$ cat src/rtl/emotion_pkg.sv
// Shared types, per-axis defaults and saturation helper for the emotion regulators.
package emotion_pkg;

  typedef enum logic {
    ST_IDLE     = 1'b0,
    ST_COOLDOWN = 1'b1
  } state_t;

  localparam int unsigned DEFAULT_N_STIM    = 7;
  localparam logic [6:0]  PLEASURE_INC_MASK = 7'b0000010;
  localparam logic [6:0]  PLEASURE_DEC_MASK = 7'b0000001;
  localparam int unsigned PLEASURE_THRESH   = 4;
  localparam logic [6:0]  AROUSAL_INC_MASK  = 7'b0000100;
  localparam logic [6:0]  AROUSAL_DEC_MASK  = 7'b0001000;
  localparam int unsigned AROUSAL_THRESH    = 4;

  // Clamp a signed value to the symmetric range +/-(2^(width-1)-1).
  function automatic int sat_signed(input int value, input int unsigned width);
    int lim;
    lim = (1 << (width - 1)) - 1;
    if (value > lim) begin
      return lim;
    end else if (value < -lim) begin
      return -lim;
    end
    return value;
  endfunction

endpackage

$ cat src/rtl/emotion_regulator_stimulus_scorer.sv
// Combinational vote scorer: signed (increment votes - decrement votes).
module stimulus_scorer #(
  parameter int unsigned       N_STIM   = 7,
  parameter logic [N_STIM-1:0] INC_MASK = N_STIM'(7'b0000010),
  parameter logic [N_STIM-1:0] DEC_MASK = N_STIM'(7'b0000001),
  parameter int unsigned       DELTA_W  = $clog2(N_STIM + 2) + 1
) (
  input  logic [N_STIM-1:0]         i_stimuli,
  input  logic                      i_sleep_inc,
  input  logic                      i_sleep_dec,
  output logic signed [DELTA_W-1:0] o_delta_c
);

  localparam int unsigned CNT_W = DELTA_W - 1;

  logic [CNT_W-1:0] w_n_inc;
  logic [CNT_W-1:0] w_n_dec;

  // Popcount of masked stimuli plus the sleep-controller vote; a bit in both masks nets zero.
  always_comb begin
    w_n_inc = CNT_W'(i_sleep_inc);
    w_n_dec = CNT_W'(i_sleep_dec);
    for (int i = 0; i < int'(N_STIM); i++) begin
      w_n_inc = w_n_inc + CNT_W'(i_stimuli[i] & INC_MASK[i]);
      w_n_dec = w_n_dec + CNT_W'(i_stimuli[i] & DEC_MASK[i]);
    end
    o_delta_c = $signed({1'b0, w_n_inc}) - $signed({1'b0, w_n_dec});
  end

endmodule

$ cat src/rtl/emotion_regulator.sv
// Clocked regulator: integrates stimulus votes, pulses inc/dec on threshold crossing, then cools down.
module emotion_regulator
  import emotion_pkg::*;
#(
  parameter int unsigned       N_STIM   = DEFAULT_N_STIM,
  parameter logic [N_STIM-1:0] INC_MASK = N_STIM'(PLEASURE_INC_MASK),
  parameter logic [N_STIM-1:0] DEC_MASK = N_STIM'(PLEASURE_DEC_MASK),
  parameter int unsigned       ACC_W    = 6,
  parameter int unsigned       THRESH   = PLEASURE_THRESH,
  parameter int unsigned       COOLDOWN = 3
) (
  input  logic              clk,
  input  logic              rst,
  input  logic              enable,
  input  logic              sleep_controller_inc,
  input  logic              sleep_controller_dec,
  input  logic [N_STIM-1:0] stimuli,
  output logic              pleasure_inc,
  output logic              pleasure_dec,
  output logic [ACC_W-1:0]  acc_level,
  output logic              busy
);

  localparam int unsigned DELTA_W = $clog2(N_STIM + 2) + 1;
  localparam int unsigned SUM_W   = ((ACC_W > DELTA_W) ? ACC_W : DELTA_W) + 1;
  localparam int unsigned CD_W    = (COOLDOWN > 0) ? $clog2(COOLDOWN + 1) : 1;
  localparam logic signed [ACC_W-1:0] THR     = ACC_W'(THRESH);
  localparam logic signed [ACC_W-1:0] NEG_THR = -THR;

  state_t                    r_state;
  logic [CD_W-1:0]           r_cd;
  logic signed [ACC_W-1:0]   r_acc;
  logic                      r_inc;
  logic                      r_dec;

  state_t                    w_state_nxt;
  logic [CD_W-1:0]           w_cd_nxt;
  logic signed [ACC_W-1:0]   w_acc_nxt;
  logic                      w_inc_nxt;
  logic                      w_dec_nxt;
  logic signed [DELTA_W-1:0] w_delta;
  logic signed [SUM_W-1:0]   w_acc_sum;
  logic signed [ACC_W-1:0]   w_acc_sat;

  stimulus_scorer #(
    .N_STIM   (N_STIM),
    .INC_MASK (INC_MASK),
    .DEC_MASK (DEC_MASK),
    .DELTA_W  (DELTA_W)
  ) u_scorer (
    .i_stimuli   (stimuli),
    .i_sleep_inc (sleep_controller_inc),
    .i_sleep_dec (sleep_controller_dec),
    .o_delta_c   (w_delta)
  );

  // Full-width sum then symmetric saturation so the accumulator never wraps.
  always_comb begin
    w_acc_sum = SUM_W'(r_acc) + SUM_W'(w_delta);
    w_acc_sat = ACC_W'(sat_signed(int'(w_acc_sum), ACC_W));
  end

  // Next-state, accumulator and pulse decode; everything holds while disabled.
  always_comb begin
    w_state_nxt = r_state;
    w_cd_nxt    = r_cd;
    w_acc_nxt   = r_acc;
    w_inc_nxt   = 1'b0;
    w_dec_nxt   = 1'b0;
    if (enable) begin
      case (r_state)
        ST_IDLE: begin
          if (w_acc_sat >= THR) begin
            w_inc_nxt = 1'b1;
            w_acc_nxt = w_acc_sat - THR;
            if (COOLDOWN > 0) begin
              w_state_nxt = ST_COOLDOWN;
              w_cd_nxt    = CD_W'(COOLDOWN);
            end
          end else if (w_acc_sat <= NEG_THR) begin
            w_dec_nxt = 1'b1;
            w_acc_nxt = w_acc_sat + THR;
            if (COOLDOWN > 0) begin
              w_state_nxt = ST_COOLDOWN;
              w_cd_nxt    = CD_W'(COOLDOWN);
            end
          end else begin
            w_acc_nxt = w_acc_sat;
          end
        end
        ST_COOLDOWN: begin
          w_acc_nxt = w_acc_sat;
          if (r_cd <= CD_W'(1)) begin
            w_state_nxt = ST_IDLE;
            w_cd_nxt    = '0;
          end else begin
            w_cd_nxt = r_cd - CD_W'(1);
          end
        end
        default: begin
          w_state_nxt = ST_IDLE;
          w_cd_nxt    = '0;
        end
      endcase
    end
  end

  // State, counter, accumulator and pulse registers.
  always_ff @(posedge clk or posedge rst) begin
    if (rst) begin
      r_state <= ST_IDLE;
      r_cd    <= '0;
      r_acc   <= '0;
      r_inc   <= 1'b0;
      r_dec   <= 1'b0;
    end else begin
      r_state <= w_state_nxt;
      r_cd    <= w_cd_nxt;
      r_acc   <= w_acc_nxt;
      r_inc   <= w_inc_nxt;
      r_dec   <= w_dec_nxt;
    end
  end

  assign pleasure_inc = r_inc;
  assign pleasure_dec = r_dec;
  assign acc_level    = r_acc;
  assign busy         = (r_state == ST_COOLDOWN);

endmodule

$ cat config.mk
export PLATFORM = sky130hd
export DESIGN_NAME = emotion_regulator
export DESIGN_NICKNAME = d
export VERILOG_FILES = /design/src/rtl/emotion_pkg.sv /design/src/rtl/emotion_regulator_stimulus_scorer.sv /design/src/rtl/emotion_regulator.sv
export SDC_FILE = /design/constraint.sdc
export NUM_CORES = 1
export LEC_CHECK = 0
export CORE_MARGIN = 8
export CORE_UTILIZATION = 53
export CTS_CLUSTER_SIZE = 8
export DETAILED_ROUTE_END_ITERATION = 8
export HOLD_SLACK_MARGIN = 0.06
export PLACE_DENSITY = 0.8
export SKIP_CTS_REPAIR_TIMING = 1
export SLEW_MARGIN = 25
export SYNTH_ARGS = -nofsm -noshare
export SYNTH_HDL_FRONTEND = slang
export SYNTH_SLANG_ARGS = --single-unit
$ cat constraint.sdc
create_clock -name clk -period 3.96 [get_ports clk]
set_input_delay 0.594 -clock clk [delete_from_list [all_inputs] [get_ports clk]]
set_output_delay 0.594 -clock clk [all_outputs]
set_load 0.05 [all_outputs]
==> results.toml <==
[worst_setup_path]
r2r_start = "acc_level[0]"
crit_start = "stimuli[1]"
r2r_slack_ps = 820
start_kind = "primary input"
critPathMaxFanout = 4
rr_worst_depth = 13
r2r_end = "acc_level[2]"
path_class = "primary input to flip-flop"
arrival_ps = 4130
endpoint_kind = "flip-flop"
crit_end = "acc_level[2]"
cp_data_required_time_ps = 4110

[grt]
grtUsageTotal = 0.162
grt_pass1_wl_mm = 5.46
grt_max_degree = 13
antenna_found_initial = 0
grt_pass1_vias = 1144
grt.overflow.total = 0

[yosys]
syn_area_per_cell_sq_um = 8.96
synth-seq-cells = 11
seq_area_frac_synth = 0.228
syn_area_sq_um = 1210
yosysUniqueCellTypes = 51
syn_inst = 135
synth_flop_cell = "dfrtp_1"
synth_edf_count = 0
synth_async_sr_flop_share = 1.00
synth_nets = 157
ys.warnings.count = 0

[route]
drcViolationCount = 0
ant_nets = 0
top_layer = "met4"
via_count = 1188
drt_iter0_markers = 63
wire_per_inst_um = 16.8
met1_length_mm = 1.48
wl_met3_um = 198
vias_per_cell = 5.80
wl_met2_mm = 1.75
first_pass_iters = 4
wl_mm = 3.45

[clocking]
cts_num_sinks = 11
cts_inserted_buffers = 3
path_clk_slew_ps = 70
cts.path.max_buffers = 2
clk_latency_ps = 280
tritoncts = "built"
cts-root-buf = "clkbuf_4"
ctsHtreeMaxLevel = 1

[timing]
fin_skew_ps = 2.82
hold_violations = 0
setup_ws_ps = -23.9
period_share = 1.01
slew_violations = 0
setup_viol = 1
tightestPinTransition_ps = 566
finalSetupTns_ps = -23.9
rsz0062_at_grt = "true"
max_slew_margin = 0.623
max_freq_ghz = 0.251
finalCriticalPeriod_ps = 3980

[final_layout]
stdcell_count = 205
nNetsFinal = 200
antenna_cells = 0
fillers = 133
layout_commonest_cell = "buf_4"
area_growth_pct = 45.6
drive_above_1_share = 0.418
final_cell_mix = "buf_4, nand2_1, clkdlybuf4s50_1"

[run]
cap_violations = 0

[place]
dpl.hpwl_mm = 2.74
gp_congestion = 0.942
placedCellCount = 198
port_buffers = 15
place_ws_ps = -747

[die]
die-area_sq_um = 4070
ios = 21
core-area_sq_um = 2190
initial_core_util = 0.552
num_rows = 17
die_h_um = 63.8
die_w_um = 63.8

[min_path]
hold_path_class = "flip-flop to flip-flop"

[run_status]
violations = "setup timing"
status = "complete, but fails checks"
-- synth_stat cells, types with 2 or more instances --
cell       number  share of area
nand2_1        15          0.047
inv_1          13          0.040
dfrtp_1        11           0.23
ha_1            8          0.083
a21oi_1         6          0.025
nor2_1          6          0.019
nor3_1          6          0.025
o21ai_0         5          0.021
and2_1          4          0.021
nor2b_1         4          0.021
buf_6           3          0.028
maj3_1          3          0.025
nor4_1          3          0.016
a21o_1          2          0.012
a21oi_2         2          0.014
clkbuf_1        2         0.0062
fa_1            2          0.033
nand4_1         2          0.010
o2111ai_1       2          0.014
o22ai_1         2          0.010
o311a_1         2          0.017
or2_2           2          0.010
xor2_2          2          0.027
-- worst min-delay path by stage --
stage	startpoint	endpoint	slack [ps]	depth (start not counted)
CTS	r_cd[1]	busy	560	1
global placement	r_cd[1]	busy	520	1
detailed placement	r_cd[1]	busy	550	1
finish	r_cd[1]	busy	560	1
global route	r_cd[1]	busy	580	1
floorplan	rst	acc_level[0]	450	1
-- layer usage --
layer,track usage,vias up
met3,0.0279,3
met1,0.211,568
met5,0,-
met2,0.271,44
li1,-,573
met4,0.0362,0
-- area by class of cell --
class | count | area (sq um) | share of cell area
multi-input combinational | 105 | 1000 | 0.570
sequential | 11 | 275 | 0.156
clock buffer | 3 | 22.5 | 0.0128
tap | 28 | 35.0 | 0.0199
timing repair buffer | 44 | 367 | 0.208
clock inverter | 1 | 5.00 | 0.00284
inverter | 13 | 53.8 | 0.0305
-- kinds of logic (layout without fill, tap and decap cells) --
logic type,Yosys count,in the layout,synth area share
AND/OR/NAND/NOR,50,50,0.232
buffers and inverters,19,61,0.0786
flip-flops,11,11,0.228
multiplexers,2,2,0.0207
AO/OA/AOI/OAI,33,33,0.214
XOR/XNOR,6,6,0.0776
adder cells (fa/ha/maj),14,14,0.150
-- stage by stage --
step / util / hold slack [ps] / area [sq um]
2_1_floorplan: - / 446 / 1340
3_3_place_gp: 0.762 / 516 / 1670
3_5_place_dp: 0.762 / 553 / 1670
4_1_cts: 0.775 / 558 / 1700
5_1_grt: 0.804 / 583 / 1760
6_report: 0.804 / 563 / 1760
-- flip-flops by register name, summed over array words and instances (netlist names) --
name          flops
acc_level         6
r_cd              2
busy              1
pleasure_dec      1
pleasure_inc      1
-- worst max-delay path, stage by stage --
cell and delay, ps:
buf_6 70, inv_2 30, fa_1 450, inv_1 60, ha_2 160, inv_2 50, ha_4 270, inv_4 40
fa_2 410, xor2_2 180, and2_4 190, or2_4 220, maj3_2 340, inv_4 90, ha_4 110, and2_4 150
a21oi_2 40, nor4b_4 140, nor4_1 420, o31ai_2 110
Power is left out: the tool's default activity adds up to more than one toggle a clock period on the data nets, which glitch-free logic cannot reach.
